`config.mk`:
```
export PLATFORM = sky130hd
export DESIGN_NAME = bram_word_streamer
export DESIGN_NICKNAME = d
export VERILOG_FILES = /design/src/rtl/stream_pkg.sv /design/src/rtl/word_byte_shifter.sv /design/src/rtl/bram_word_streamer.sv
export SDC_FILE = /design/constraint.sdc
export NUM_CORES = 1
export LEC_CHECK = 0
export BUFFER_PORTS_ARGS = -buffer_cell sky130_fd_sc_hd__buf_2
export CAP_MARGIN = 20
export CORE_ASPECT_RATIO = 0.5
export CORE_MARGIN = 3
export CORE_UTILIZATION = 54
export DETAILED_ROUTE_END_ITERATION = 6
export GPL_ROUTABILITY_DRIVEN = 0
export GPL_TIMING_DRIVEN = 0
export HOLD_SLACK_MARGIN = 0.1
export MAX_ROUTING_LAYER = met4
export PLACE_DENSITY = 0.81
export SETUP_SLACK_MARGIN = 0.2
export SLEW_MARGIN = 20
export SYNTH_ARGS = -nofsm -noshare
export SYNTH_HDL_FRONTEND = slang
export SYNTH_SLANG_ARGS = --single-unit
```
`constraint.sdc`:
```
create_clock -name clk_in -period 2.8 [get_ports clk_in]
set_clock_uncertainty 0.2 [all_clocks]
set_input_delay 0.14 -clock clk_in [delete_from_list [all_inputs] [get_ports clk_in]]
set_output_delay 0.14 -clock clk_in [all_outputs]
set_load 0.1 [all_outputs]
```
`src/rtl/stream_pkg.sv`:
```
// Shared types and sizing helpers for the BRAM word streamer.
// The FSM state encoding lives here so the top and any future debug taps agree.
package stream_pkg;

  typedef enum logic [2:0] {
    IDLE,
    FETCH,
    SEND,
    GUARD,
    WAIT,
    NEXT
  } streamer_state_t;

  localparam int DEFAULT_WORD_WIDTH = 32;

  function automatic int bytes_per_word(input int word_width);
    return word_width / 8;
  endfunction

  localparam int BYTES_PER_WORD = bytes_per_word(DEFAULT_WORD_WIDTH);

endpackage

```
`src/rtl/word_byte_shifter.sv`:
```
// Holds one BRAM word and presents it a byte at a time, least significant first.
// WORD_WIDTH must be a multiple of 8.
module word_byte_shifter
  import stream_pkg::*;
#(
  parameter int WORD_WIDTH = 32
) (
  input  logic                  clk_in,
  input  logic                  rst_in,
  input  logic                  load,
  input  logic [WORD_WIDTH-1:0] word,
  input  logic                  advance,
  output logic [7:0]            byte_out,
  output logic                  last_byte
);

  localparam int BPW   = bytes_per_word(WORD_WIDTH);
  localparam int IDX_W = (BPW > 1) ? $clog2(BPW) : 1;

  logic [WORD_WIDTH-1:0] shreg;
  logic [IDX_W-1:0]      idx;

  // NOTE: the shift register is ordinary flops, not a RAM, so it is reset
  // along with everything else; that keeps byte_out deterministic after reset.
  always_ff @(posedge clk_in) begin
    if (rst_in) begin
      shreg <= '0;
      idx   <= '0;
    end else if (load) begin
      shreg <= word;
      idx   <= '0;
    end else if (advance) begin
      shreg <= shreg >> 8;
      idx   <= idx + IDX_W'(1);
    end
  end

  assign byte_out  = shreg[7:0];
  assign last_byte = (idx == IDX_W'(BPW - 1));

endmodule

```
`src/rtl/bram_word_streamer.sv`:
```
// Readback stage: walks a BRAM address range, waits out the read latency and
// feeds each word to uart_transmit byte by byte over its trigger/busy handshake.
module bram_word_streamer
  import stream_pkg::*;
#(
  parameter int WORD_WIDTH   = 32,
  parameter int ADDR_WIDTH   = 15,
  parameter int READ_LATENCY = 2
) (
  input  logic                  clk_in,
  input  logic                  rst_in,
  input  logic                  start_in,
  input  logic                  abort_in,
  input  logic [ADDR_WIDTH-1:0] base_addr_in,
  input  logic [ADDR_WIDTH:0]   num_words_in,
  output logic [ADDR_WIDTH-1:0] addr_out,
  input  logic [WORD_WIDTH-1:0] word_in,
  output logic [7:0]            tx_byte_out,
  output logic                  tx_trigger_out,
  input  logic                  tx_busy_in,
  output logic                  busy_out,
  output logic                  done_out,
  output logic [ADDR_WIDTH:0]   words_sent_out
);

  localparam int LAT_W = $clog2(READ_LATENCY + 2);

  streamer_state_t state, state_next;

  logic [ADDR_WIDTH:0] count_q;
  logic [LAT_W-1:0]    lat_cnt;
  logic [7:0]          cur_byte;
  logic                last_byte;

  logic load_start, zero_done, lat_inc, capture, fire;
  logic advance, word_done, addr_inc, finish;

  word_byte_shifter #(
    .WORD_WIDTH(WORD_WIDTH)
  ) u_shifter (
    .clk_in   (clk_in),
    .rst_in   (rst_in),
    .load     (capture),
    .word     (word_in),
    .advance  (advance),
    .byte_out (cur_byte),
    .last_byte(last_byte)
  );

  // NOTE: registers use <= so every flop samples pre-edge values; blocking
  // assignments here would make results depend on statement order.
  always_ff @(posedge clk_in) begin
    if (rst_in) state <= IDLE;
    else        state <= state_next;
  end

  // NOTE: every output of this block is defaulted first, so no path leaves a
  // signal unassigned and no latch is inferred.
  always_comb begin
    state_next = state;
    load_start = 1'b0;
    zero_done  = 1'b0;
    lat_inc    = 1'b0;
    capture    = 1'b0;
    fire       = 1'b0;
    advance    = 1'b0;
    word_done  = 1'b0;
    addr_inc   = 1'b0;
    finish     = 1'b0;

    if (abort_in) begin
      state_next = IDLE;
    end else begin
      unique case (state)
        IDLE: begin
          if (start_in) begin
            if (num_words_in != '0) begin
              load_start = 1'b1;
              state_next = FETCH;
            end else begin
              zero_done = 1'b1;
            end
          end
        end
        // word_in is trusted only once the address has been stable READ_LATENCY+1 cycles
        FETCH: begin
          if (lat_cnt == LAT_W'(READ_LATENCY)) begin
            capture    = 1'b1;
            state_next = SEND;
          end else begin
            lat_inc = 1'b1;
          end
        end
        SEND: begin
          if (!tx_busy_in) begin
            fire       = 1'b1;
            state_next = GUARD;
          end
        end
        // The UART raises busy one cycle after it sees the trigger; skip that cycle.
        GUARD: state_next = WAIT;
        WAIT: begin
          if (!tx_busy_in) begin
            if (last_byte) begin
              word_done  = 1'b1;
              state_next = NEXT;
            end else begin
              advance    = 1'b1;
              state_next = SEND;
            end
          end
        end
        NEXT: begin
          if (words_sent_out == count_q) begin
            finish     = 1'b1;
            state_next = IDLE;
          end else begin
            addr_inc   = 1'b1;
            state_next = FETCH;
          end
        end
        default: state_next = IDLE;
      endcase
    end
  end

  always_ff @(posedge clk_in) begin
    if (rst_in) begin
      addr_out       <= '0;
      count_q        <= '0;
      lat_cnt        <= '0;
      tx_byte_out    <= '0;
      tx_trigger_out <= 1'b0;
      done_out       <= 1'b0;
      words_sent_out <= '0;
    end else begin
      tx_trigger_out <= fire;
      done_out       <= zero_done | finish;
      lat_cnt        <= lat_inc ? lat_cnt + LAT_W'(1) : '0;

      if (load_start) begin
        addr_out       <= base_addr_in;
        count_q        <= num_words_in;
        words_sent_out <= '0;
      end
      if (addr_inc)  addr_out       <= addr_out + ADDR_WIDTH'(1);
      if (fire)      tx_byte_out    <= cur_byte;
      if (word_done) words_sent_out <= words_sent_out + (ADDR_WIDTH + 1)'(1);
    end
  end

  assign busy_out = (state != IDLE);

endmodule

```
==> run summary, run 1 <==
The flow ran to the end, and the final reports show no timing, DRC or antenna violations. The total routed wire length on the met1 layer is 6.52 mm, and the clock sink count is 96. In this run the worst path has a maximum fanout of 10. The floorplan step set the die height to 71.6 microns. For the initial antenna violation count, the log shows 0. The leakage power came out at 0.00256 uW.

In this run the cell area of the synthesized design comes to 4650 sq um. The kind of cell with the highest combined delay along the critical path is buffers and inverters. The tools report the routed wire length on met3 as 1.47 mm. Yosys attributes the largest share of cell area to dfxtp_1, nand2_1, a21oi_1, nor2_1, xor2_1. Counting flops with a built-in enable in the synthesized netlist gives 0. Share of the clock period used by the worst path after layout: 89.6%. The number of antenna diodes came out at 0. Setup repair after global routing left no endpoint under its margin. The detail route stage leaves a number of antenna-violating nets equal to 0.

For this run the aggregate overflow at the end of global routing stands at 0. In this run, synthesis produced a sequential element count of 96. The via count of the first global-routing pass is 4878, and the average vias per placed instance is 6.04. The critical-path cell with the highest stage delay is dlygate4sd3_1. The final count of hold timing violations was 0. The wire length per cell was 17.3 microns; the wire length of the first global-routing pass was 24.1 mm. The floorplan step defined a die boundary enclosing 9830 sq um.

The tree is rooted in a clkbuf_16. The later-pin clock latency in the skew report was 0.35 ns. The Yosys step of the flow raised 0 warnings. Together, buffers and inverters on the worst path number 4. The clock transition at the registers of the reported paths was 0.07 ns; the post-detailed-placement half-perimeter wirelength was 9.76 mm.

The critical path class was input pin to register. The floorplan has 23 rows. The leading area contributor after synthesis was dfxtp_1. Number of max-cap violations: 0.

After detailed placement, the design holds a cell count of 793. In this design, the stage delay of the slowest critical-path cell is 0.53 ns. Counting along the longest clock path gives a buffer depth of 2. The met2 wire length came out at 6.86 mm. The logs give 110 for the I/O pin count and 2.81 ns for the required time of the critical path. The tightest min-delay check is of the input pin to register type.

The completed layout was analyzed and its total power is 3160 uW. The power density over the cells is 497 nW/um^2, and the synthesized net count is 644. The post-synthesis instance total is 572. From synthesis to final layout, the design area changed by 36.8%.

Of the post-synthesis cell area, the dominant cell type holds 41.3%. In this run the standard cell core region covers 8170 sq um. The commonest cells after synthesis are nand2_1, dfxtp_1, a21oi_1.

The run gives 61 as the count of unique library cells instantiated by Yosys. The most common cell in the synthesized netlist is nand2_1. The most used flip-flop cell after synthesis is dfxtp_1. The tools report the minimum hold slack as 0.112 ns. Clock tree synthesis inserted a total of 9 buffers.

After the last flow step, the layout net total stands at 835. Buffers placed on the I/O ports in this run total 109. The die boundary width is 137 microns, and the headroom to the max-slew limit is 50.9%. The highest metal layer carrying signal wires in the routed design is met4.

The critical path capture point type is a register. The slew of the pin with the lowest slew margin is 0.730 ns, and the number of iterations in the first detailed-routing pass is 6. The count of final max-slew check failures is 0, and the initial cell density of the core is 56.9%. After synthesis, the mean cell area works out to 8.13 sq um. The critical path's most frequent cell is buf_2. The logs give 880 for the final instance count without filler cells and 0 for the number of setup violations in the final report. The logs give 0 for the count of unresolved DRC violations after routing and 18 for the pin count of the biggest net entering global routing.

The final route contains 5317 vias. The tools report the total length of routed wires as 15.2 mm. For this run, the register share of the synthesized area comes to 41.3%.

The aggregate global-route resource usage is 31.6%, and the critical path data arrival time is 2.52 ns. The async set or reset register ratio after synthesis works out to 0%. Ratio of cells with drive above 1 in the final layout: 20.6%.

The element type at the critical path start was an input pin. The H-tree generated during clock tree synthesis spans 3 levels. The critical path goes through dlygate4sd3_1 > buf_2 > nor4_1 > a41oi_2 > and2_1 > clkbuf_2 > buf_2 > a32oi_1 > o211ai_1.

The highest achievable clock rate is 0.398 GHz. After routing, the total negative slack on setup checks comes to 0 ns. TritonCTS built the clock tree.

IR analysis of the VDD net gives a maximum drop of 0.375 mV. The initial DRC count is 674, and the time the worst path needs with I/O delays and setup is 2.51 ns.
worst min-delay path, stage by stage:
cell and delay [ns]:
buf_2 0.09, nor4_1 0.08, nand4_1 0.13, o32a_1 0.14, nor2_1 0.04
path summary, 6_finish.rpt:
path | startpoint | endpoint | slack [ns] | cells past startpoint
worst max-delay path | num_words_in[13] | addr_out[11] | 0.29 | 9
worst min-delay path | num_words_in[15] | done_out | 0.11 | 5
worst max register to register | words_sent_out[1] | addr_out[12] | 0.40 | 6
worst min register to register | lat_cnt[0] | lat_cnt[0] | 0.22 | 1
state kept, by name, summed over array words and instances (netlist names):
name             count
tx_trigger_out       1
count_q             16
tx_byte_out          8
done_out             1
state                3
addr_out            15
words_sent_out      16
u_shifter.idx        2
lat_cnt              2
u_shifter.shreg     32
cells in the final DEF, fill, tap and decap left out, drive strengths merged, types with 5 or more instances in the layout:
master       synthesis  layout
and3                 8       8
mux2i               10      10
xor2                18      18
nand2b               9       9
nand4                9       9
a31oi               10      10
a22oi               20      20
nand3               18      18
a21oi               57      57
nor4                16      16
nor3                15      15
buf                 16     129
dfxtp               96      96
o211ai              11      11
inv                  5       8
a211o                5       5
clkbuf              25      35
nor2                44      44
nand2              104     104
a311oi              11      11
o21ai                8       8
dlygate4sd3          0      67
logic make-up (layout without fill, tap and decap cells):
group / count (synthesis) / count (layout) / synth area share (%)
xor+xnor: 21 / 21 / 3.95
simple gates: 252 / 252 / 26.6
fa+ha+maj: 4 / 4 / 1.08
compound gates: 143 / 143 / 20.5
flops: 96 / 96 / 41.3
mux: 10 / 10 / 2.15
buf+inv: 46 / 242 / 4.38
layout make-up:
| cell class | instances | area (sq um) |
|---|---|---|
| Buffer | 41 | 185 |
| Clock buffer | 10 | 239 |
| Clock inverter | 6 | 72.6 |
| Fill cell | 572 | 1810 |
| Inverter | 5 | 18.8 |
| Multi-Input combinational cell | 430 | 2540 |
| Sequential cell | 96 | 1920 |
| Tap cell | 112 | 140 |
| Timing Repair Buffer | 180 | 1250 |
layer usage:
metal,vias up,global-route usage [%]
met3,43,6.38
met2,326,49.0
li1,2473,-
met4,0,8.08
met5,-,-
met1,2475,42.5
metrics by stage:
step	worst slack (ns)	util (%)	cell area (sq um)
floorplan	0.221	-	4660
global placement	0.362	65.4	5340
detailed placement	0.300	65.4	5340
CTS	0.250	77.4	6320
global route	0.191	77.9	6360
finish	0.291	77.9	6360
what timing repair did:
| item | CTS | global route |
|---|---|---|
| resized for setup | 0 | 2 |
| endpoints found under the hold margin | 65 | 0 |
| setup buffers | 0 | 4 |
| hold buffers | 67 | 0 |
| endpoints found under the setup margin | 0 | 33 |
report_power, final:
group          leakage (uW)  switching (uW)  total, uW  internal [uW]
logic               0.00164             280        447            167
registers          0.000778            29.5       1420           1390
clock network      0.000150             570       1300            729
Power figures use the tool's default switching activity.
==> inputs of run 2 (changes only) <==
SYNTH_HIERARCHICAL = 1   (was default)
==> run 2 against run 1 <==
  * Clock power decreased by 8%
  * Area after synthesis increased by 4.3%
  * Non-clock buffer count increased by 10
  * Die area increased by 4.0%
  * Register-to-register slack got worse by 0.02 ns
  * Combinational power decreased by 6.9%
  * Synthesized cell count decreased by 3.3%
  * Setup slack improved by 0.087 ns
  * Power decreased by 4.5%
  * Sequential power about the same
  * Critical path type is now register to register
  * Critical endpoint is now u_shifter/shreg[23]
==> run summary, run 2 <==
The flow ran to the end, and the final reports show no timing, DRC or antenna violations. For this run, the total global-route usage over all layers was measured as 29.6%. TritonCTS built the clock tree. The wire length of the first global-routing pass was 23.6 mm. The top register by number of flip-flops is u_shifter/shreg. For the later-pin clock latency in the skew report, the log shows 0.35 ns. The floorplan step set the die width to 140 microns. The worst setup path is launched from a register. The area of the multi-input gates was 2620 sq um. The number of buffers created by CTS is 9. The critical path's most frequent cell was buf_6. Detailed placement finished with a half-perimeter wire length of 9.49 mm. Switching power as a share of total power: 27.9%. In the routed design, unresolved DRC markers number 0. The count of unique library cells instantiated by Yosys came out at 58. During placement, the flow inserted port buffers numbering 108.

In the final routed layout, each cell accounts on average for 17.0 microns. The required time of the critical path was 2.84 ns. For the total negative setup slack, the log shows 0 ns. The clock network burns 39.6% of the power. Detailed routing inserted a total of 5027 vias. The post-synthesis to final-layout area growth is 35.5%, and the post-synthesis instance total is 553. The pin count of the biggest net entering global routing was 19; the leakage power was 0.00264 uW.

The tools report the internal power as 2180 uW. The tools report the via count of the first global-routing pass as 4877. The initial antenna violation count is 0. 0 antenna diodes ended up in the layout. Dividing the final minimum period by the clock period gives 86.5%. The run gives 13.8% as the logic gate share of total power. The critical path is of the register to register type. The total power was 3020 uW.

Ratio of cells with drive above 1 in the final layout: 24.6%. On the critical path the largest part of the delay comes from buffers and inverters. The largest single stage delay on the critical path is 0.56 ns. For the worst setup path, the data arrival time is 2.46 ns. The share of synthesized area in the top cell type comes to 39.6%. Yosys attributes the largest share of cell area to dfxtp_1, mux2i_1, nand2_1, a21oi_1, a211oi_1.

The tree is rooted in a clkbuf_16. Counting flops with a built-in enable in the synthesized netlist gives 0. The register with the most flip-flops in the layout has 32 of them. The commonest non-fill, non-tap cell in the layout is buf_2. The count of final max-slew check failures is 0, and the average vias per placed instance is 5.83. Clock-pin slew was measured on the worst setup and hold paths at 0.07 ns. The run gives 10200 sq um as the floorplan die area. In this run the register-to-register setup slack is 0.38 ns. The floorplan has 23 rows. The most numerous cell in the Yosys netlist was dfxtp_1.

The number of max-cap violations came out at 0. The leading area contributor after synthesis is dfxtp_1. The final count of hold timing violations is 0.

Static timing analysis puts the maximum clock frequency at 0.413 GHz. The run gives 46.6% as the part of the power in registers. Among all flip-flop cells after synthesis, the most frequent one is dfxtp_1. For this run, the number of Yosys warnings is 6.

The critical path capture point type is a register. Setup repair after global routing left no endpoint under its margin. CTS built an H-tree with a depth of 3. Fill cells in the final layout number 575.

Before CTS, the worst setup slack after placement is 0.236 ns. Counting I/O delays and the setup requirement, the final critical path takes 2.42 ns. The average size of a mapped cell is 8.77 sq um, and the I/O pin count is 110.

The netlist area before placement is 4850 sq um. In this run, synthesis produced a sequential element count of 96. The run gives 818 as the net total in the final layout. The detail route stage leaves a number of antenna-violating nets equal to 0. The total length of routed wires came out at 14.6 mm. Counting flops with an async set or reset pin after synthesis yields a share of 0%. Power spread over the standard cell area amounts to 460 nW/um^2. When the netlist entered floorplanning its net count stood at 625.

At the pin with the least slew margin, the transition time is 0.606 ns. Summed over all nets, the switching power comes to 843 uW. For the placeable core region, the log shows 8350 sq um.

The buffers plus inverters on the worst setup path was 4; the total overflow reported by the global router was 0. The critical path goes through buf_4 > nor4_4 > and3b_1 > buf_6 > buf_6 > mux2i_1 > a211oi_1 > dlygate4sd3_1. For the worst supply voltage drop on vdd, the log shows 0.374 mV. In the synthesized netlist, the cells that appear most often are dfxtp_1, nand2_1, a21oi_1.

After the first detailed-routing iteration, the DRC count stood at 286. Headroom to the max-slew limit came out at 59.6%. The largest registers in the layout are u_shifter/shreg x32, count_q x16, words_sent_out x16. The tools report the initial cell density of the core as 58.1%. Counting every sink on the clock net gives 96.

The first TritonRoute pass finished after 5 iterations. The run gives 0 as the number of setup violations in the final report. The run gives 39.6% as the portion of the post-synthesis area used by sequential elements. The highest net fanout along the worst path was 10; the maximum buffer depth of the clock tree was 2. Class of the most critical hold timing path: register to register. Footprint of the flip-flops and latches: 1940 sq um. The worst path meets setup with 0.377 ns of slack. The critical-path cell with the highest stage delay is dlygate4sd3_1.

Measured along the y axis, the die boundary spans 73.0 microns. Leaving out fill and tap cells, the most frequent cells in the layout are buf_2, dfxtp_1, dlygate4sd3_1, nand2_1, a21oi_1.
run 2: cell types whose count changed in the layout (fill, tap and decap cells not counted), sizes merged, moves of 15 or more:
cell,change
a211oi,+26
a21oi,-19
a22oi,-20
mux2i,+23
nand2,-40
nor2,-19
nor2b,+22
xnor2,+15
xor2,-15
run 2: final cells by class:
type	instances	share of cell area (%)
Tap cell	112	2.13
Clock inverter	7	0.895
Inverter	7	0.400
Sequential cell	96	29.5
Clock buffer	9	3.43
Timing Repair Buffer	182	19.4
Multi-Input combinational cell	401	39.8
Buffer	49	4.47
run 2: cells by family (layout without fill, tap and decap cells):
group | after synthesis | count (layout) | share of synthesized area, %
xor+xnor | 21 | 21 | 3.95
compound gates | 121 | 121 | 17.0
flops | 96 | 96 | 39.6
mux | 33 | 33 | 6.81
simple gates | 222 | 222 | 25.0
buf+inv | 56 | 254 | 6.55
fa+ha+maj | 4 | 4 | 1.03
run 2: timing repair:
item,4_1_cts,5_1_grt
endpoints found under the hold margin,67,0
endpoints found under the setup margin,0,30
buffers inserted,0,2
resized for setup,0,6
hold buffers,72,0
run 2: per-stage QoR:
stage	hold slack [ns]	area [sq um]	instances	util (%)
floorplan	0.0760	4870	553	-
global placement	0.194	5550	773	66.5
detailed placement	0.197	5550	773	66.5
CTS	0.220	6550	861	78.5
global route	0.243	6570	863	78.8
finish	0.217	6570	863	78.8
run 2: power groups by stage:
stage	combinational (uW)	clock, uW	sequential, uW
floorplan	151	0	1510
finish	416	1200	1410
CTS	404	1210	1410
detailed placement	331	0	1440
global placement	327	0	1440
global route	442	1270	1410
run 2: worst paths after layout:
check | endpoint | from | depth (start not counted)
worst max-delay path | u_shifter/shreg[23] | state[0] | 8
worst min-delay path | lat_cnt[0] | lat_cnt[0] | 1
worst max register to register | u_shifter/shreg[23] | state[0] | 8
worst min register to register | lat_cnt[0] | lat_cnt[0] | 1
run 2: layer usage:
| metal | routed length (microns) | global-route usage (%) | up-vias | part of all wire (%) |
|---|---|---|---|---|
| li1 | - | - | 2398 | - |
| met1 | 6230 | 34.9 | 2314 | 43 |
| met2 | 6880 | 50.1 | 266 | 47 |
| met3 | 1150 | 6.81 | 49 | 7.8 |
| met4 | 393 | 11.7 | 0 | 2.7 |
| met5 | 0 | - | - | 0 |
run 2: worst reg2reg max path: cells and delay by family (launching register included):
kind / cells / cell delay [ns]
buffers and inverters: 4 / 1.00
multiplexers: 1 / 0.21
flip-flops: 1 / 0.30
AND/OR/NAND/NOR: 2 / 0.52
AO/OA/AOI/OAI: 1 / 0.08
==> inputs of run 3 (changes only) <==
CORE_UTILIZATION = 58   (was 54)
PLACE_DENSITY = 0.86   (was 0.81)
clock period = 2.82 ns   (was 2.8 ns; I/O delays follow)
==> run 3 against run 2 <==
  * First-iteration DRC count is 37% higher
  * Setup slack got worse by 0.020 ns
  * Hold slack lost 0.0024 ns
  * Final cell count shrank 0.23%
  * Via count is 3.1% higher
  * Count of clock-buffer cells in the layout is 1 higher
  * Utilization up 7.1 points
  * Critical path depth rose by 2
  * Die area is 6.5% lower
  * Combinational power hardly changed
  * Highest routed layer unchanged
==> run summary, run 3 (synthesized netlist as in run 2, its figures left out) <==
The run finished with clean final reports. The flip-flop count of the largest register, all copies and words added works out to 32. Counting buffers and inverters, the worst setup path is 10 cells deep.

In the routed design, unresolved DRC markers number 0. The tools report the part of the power in registers as 45.0%. In this run the power spent charging and discharging nets is 835 uW.

Counting cells, the worst reg-to-reg path comes to 8. The cell depth of the worst min-delay path is 1. STA classifies the critical path startpoint as an input pin. Setup violations remaining at the end of the flow were counted as 0.

After legalization and detailed placement, the total HPWL measured 9.21 mm. The clock passes through at most 2 buffers. Entering global routing, the biggest net connects 18 pins. The first global-routing pass estimated 24.5 mm of wire. Class of the most critical hold timing path: register to register. Global routing consumed, over all layers together, 32.8% of the routing resources. Clock latency on the worst-skew pair, taken at its later pin, is 0.35 ns. The clock transition at the registers of the reported paths is 0.07 ns, and the die boundary width is 135 microns. From bottom edge to top edge, the die measures 70.7 microns. TritonCTS created 9 clock buffers.

The critical path data arrival time is 2.47 ns, and the via total after detailed routing is 5181. In the final layout, the registers with the most flip-flops are u_shifter/shreg x32, count_q x16, words_sent_out x16. Setup repair after global routing left no endpoint under its margin. Power comes to 3110 uW. Clock tree synthesis selected as its root buffer the cell clkbuf_16. After the first detailed-routing iteration, the DRC count stood at 392. The worst-case IR drop observed on VDD is 0.316 mV.

The headroom to the max-slew limit is 58.2%. The delay of the slowest critical-path stage is 0.54 ns. Share of the clock period used by the worst path after layout: 87.3%. Kind of cell adding the most delay to the critical path: buffers and inverters. For this configuration, the core starts out at a cell density of 63.0%. In this run the static leakage power is 0.00266 uW.

STA puts the critical path data required time at 2.83 ns. The count of nets left with antenna violations once routing finished came out at 0. The core region is 7710 sq um. After layout, the worst setup slack is 0.357 ns. Summed over all layers, the global routing overflow is 0. The top register by number of flip-flops is u_shifter/shreg.

For the pin with the worst max-slew slack, the measured transition is 0.627 ns. The tools report the initial antenna violation count as 0. After detailed routing, the average wire length per cell comes to 17.8 microns. The die covers 9570 sq um. Cells with a size suffix above 1 make up 24.8% of the layout. The switching power as a share of total power came out at 26.9%. In this run the power density over the cells is 470 nW/um^2. Critical path's most frequent cell: buf_2.

The logs give 0 for the count of final max-slew check failures and 15.3 mm for the total length of routed wires. Buffers placed on the I/O ports in this run total 108. Counting both buffers and inverters, the worst setup path holds a total of 5. The run gives 96 as the clock sink count. Row generation in the floorplan step produced 22 rows. Clock share of power: 41.5%.

Based on the critical path, the design can be clocked at up to 0.406 GHz. Final count of hold timing violations: 0. The tools report the critical path capture point type as a register. The repair_antennas step left the layout with diodes totalling 0. TritonCTS built the clock tree. I/O pin count: 110. In this run the worst path has a maximum fanout of 10. Combinational cells account for 13.5% of the total power. The H-tree was split into 3 levels.

The tool flagged a number of max-cap violations equal to 0. Once layout is complete, the utilization of the core stands at 85.8%. The logs give 0.320 ns for the worst slack at placement and 4986 for the via count of the first global-routing pass. Time the worst path needs with I/O delays and setup: 2.46 ns.

The layout has 421 filler cells. The number of iterations in the first detailed-routing pass is 5. The slowest stage of the critical path belongs to the cell dlygate4sd3_1.

In the routed layout, each cell is associated on average with a via count of 6.02. The run gives 820 as the net total in the final layout. By startpoint and endpoint, the worst setup path is classified as input pin to register. Walking the worst path, the cells encountered are dlygate4sd3_1 > buf_2 > nor4_1 > nand4_1 > buf_4 > and2_1 > buf_2 > buf_2 > a2bb2oi_1 > a21oi_1. In the layout the commonest cells are buf_2, dfxtp_1, dlygate4sd3_1, nand2_1, a21oi_1.

The library cell used most frequently in the layout, excluding fill and tap cells, is buf_2. The post-synthesis to final-layout area growth is 36.3%. The internal power was 2270 uW. After routing, the total negative slack on setup checks comes to 0 ns.
==> run 3: path summary, 6_finish.rpt <==
path	from	end	slack, ns
min	lat_cnt[0]	lat_cnt[0]	0.21
max	num_words_in[8]	addr_out[1]	0.36
max reg2reg	state[0]	u_shifter/shreg[22]	0.36
min reg2reg	lat_cnt[0]	lat_cnt[0]	0.21
==> run 3: area by class of cell <==
type | instances | area [sq um] | area share (%)
multi-input combinational | 401 | 2620 | 39.5
buffer | 49 | 294 | 4.44
clock buffer | 10 | 239 | 3.61
tap | 108 | 135 | 2.04
inverter | 7 | 26.3 | 0.397
timing repair buffer | 184 | 1290 | 19.5
sequential | 96 | 1940 | 29.3
clock inverter | 6 | 76.3 | 1.15
==> run 3: per-layer routing <==
| metal | GRT usage [%] | share of wire (%) | vias up |
|---|---|---|---|
| met2 | 53.4 | 47 | 295 |
| met4 | 12.0 | 2.9 | 0 |
| met1 | 39.9 | 41 | 2436 |
| met3 | 7.74 | 8.7 | 54 |
| li1 | - | - | 2396 |
| met5 | - | 0 | - |
==> run 3: power by group through the flow <==
stage	combinational (uW)	clock [uW]	sequential [uW]
final	419	1290	1400
after global routing	442	1350	1400
after CTS	400	1290	1400
after detailed placement	328	0	1430
after global placement	324	0	1430
after floorplan	150	0	1500
==> run 3: timing repair <==
action | in CTS | in global routing
buffers inserted | 0 | 4
endpoints found under the setup margin | 0 | 33
gates resized for setup | 0 | 6
hold buffers | 72 | 0
hold endpoints to repair | 67 | 0
==> run 3: metrics by stage <==
step           hold WS [ns]  std cells  cell area (sq um)
2_1_floorplan        0.0770        553               4870
3_3_place_gp          0.194        769               5540
3_5_place_dp          0.201        769               5540
4_1_cts               0.214        857               6580
5_1_grt               0.239        861               6620
6_report              0.215        861               6620
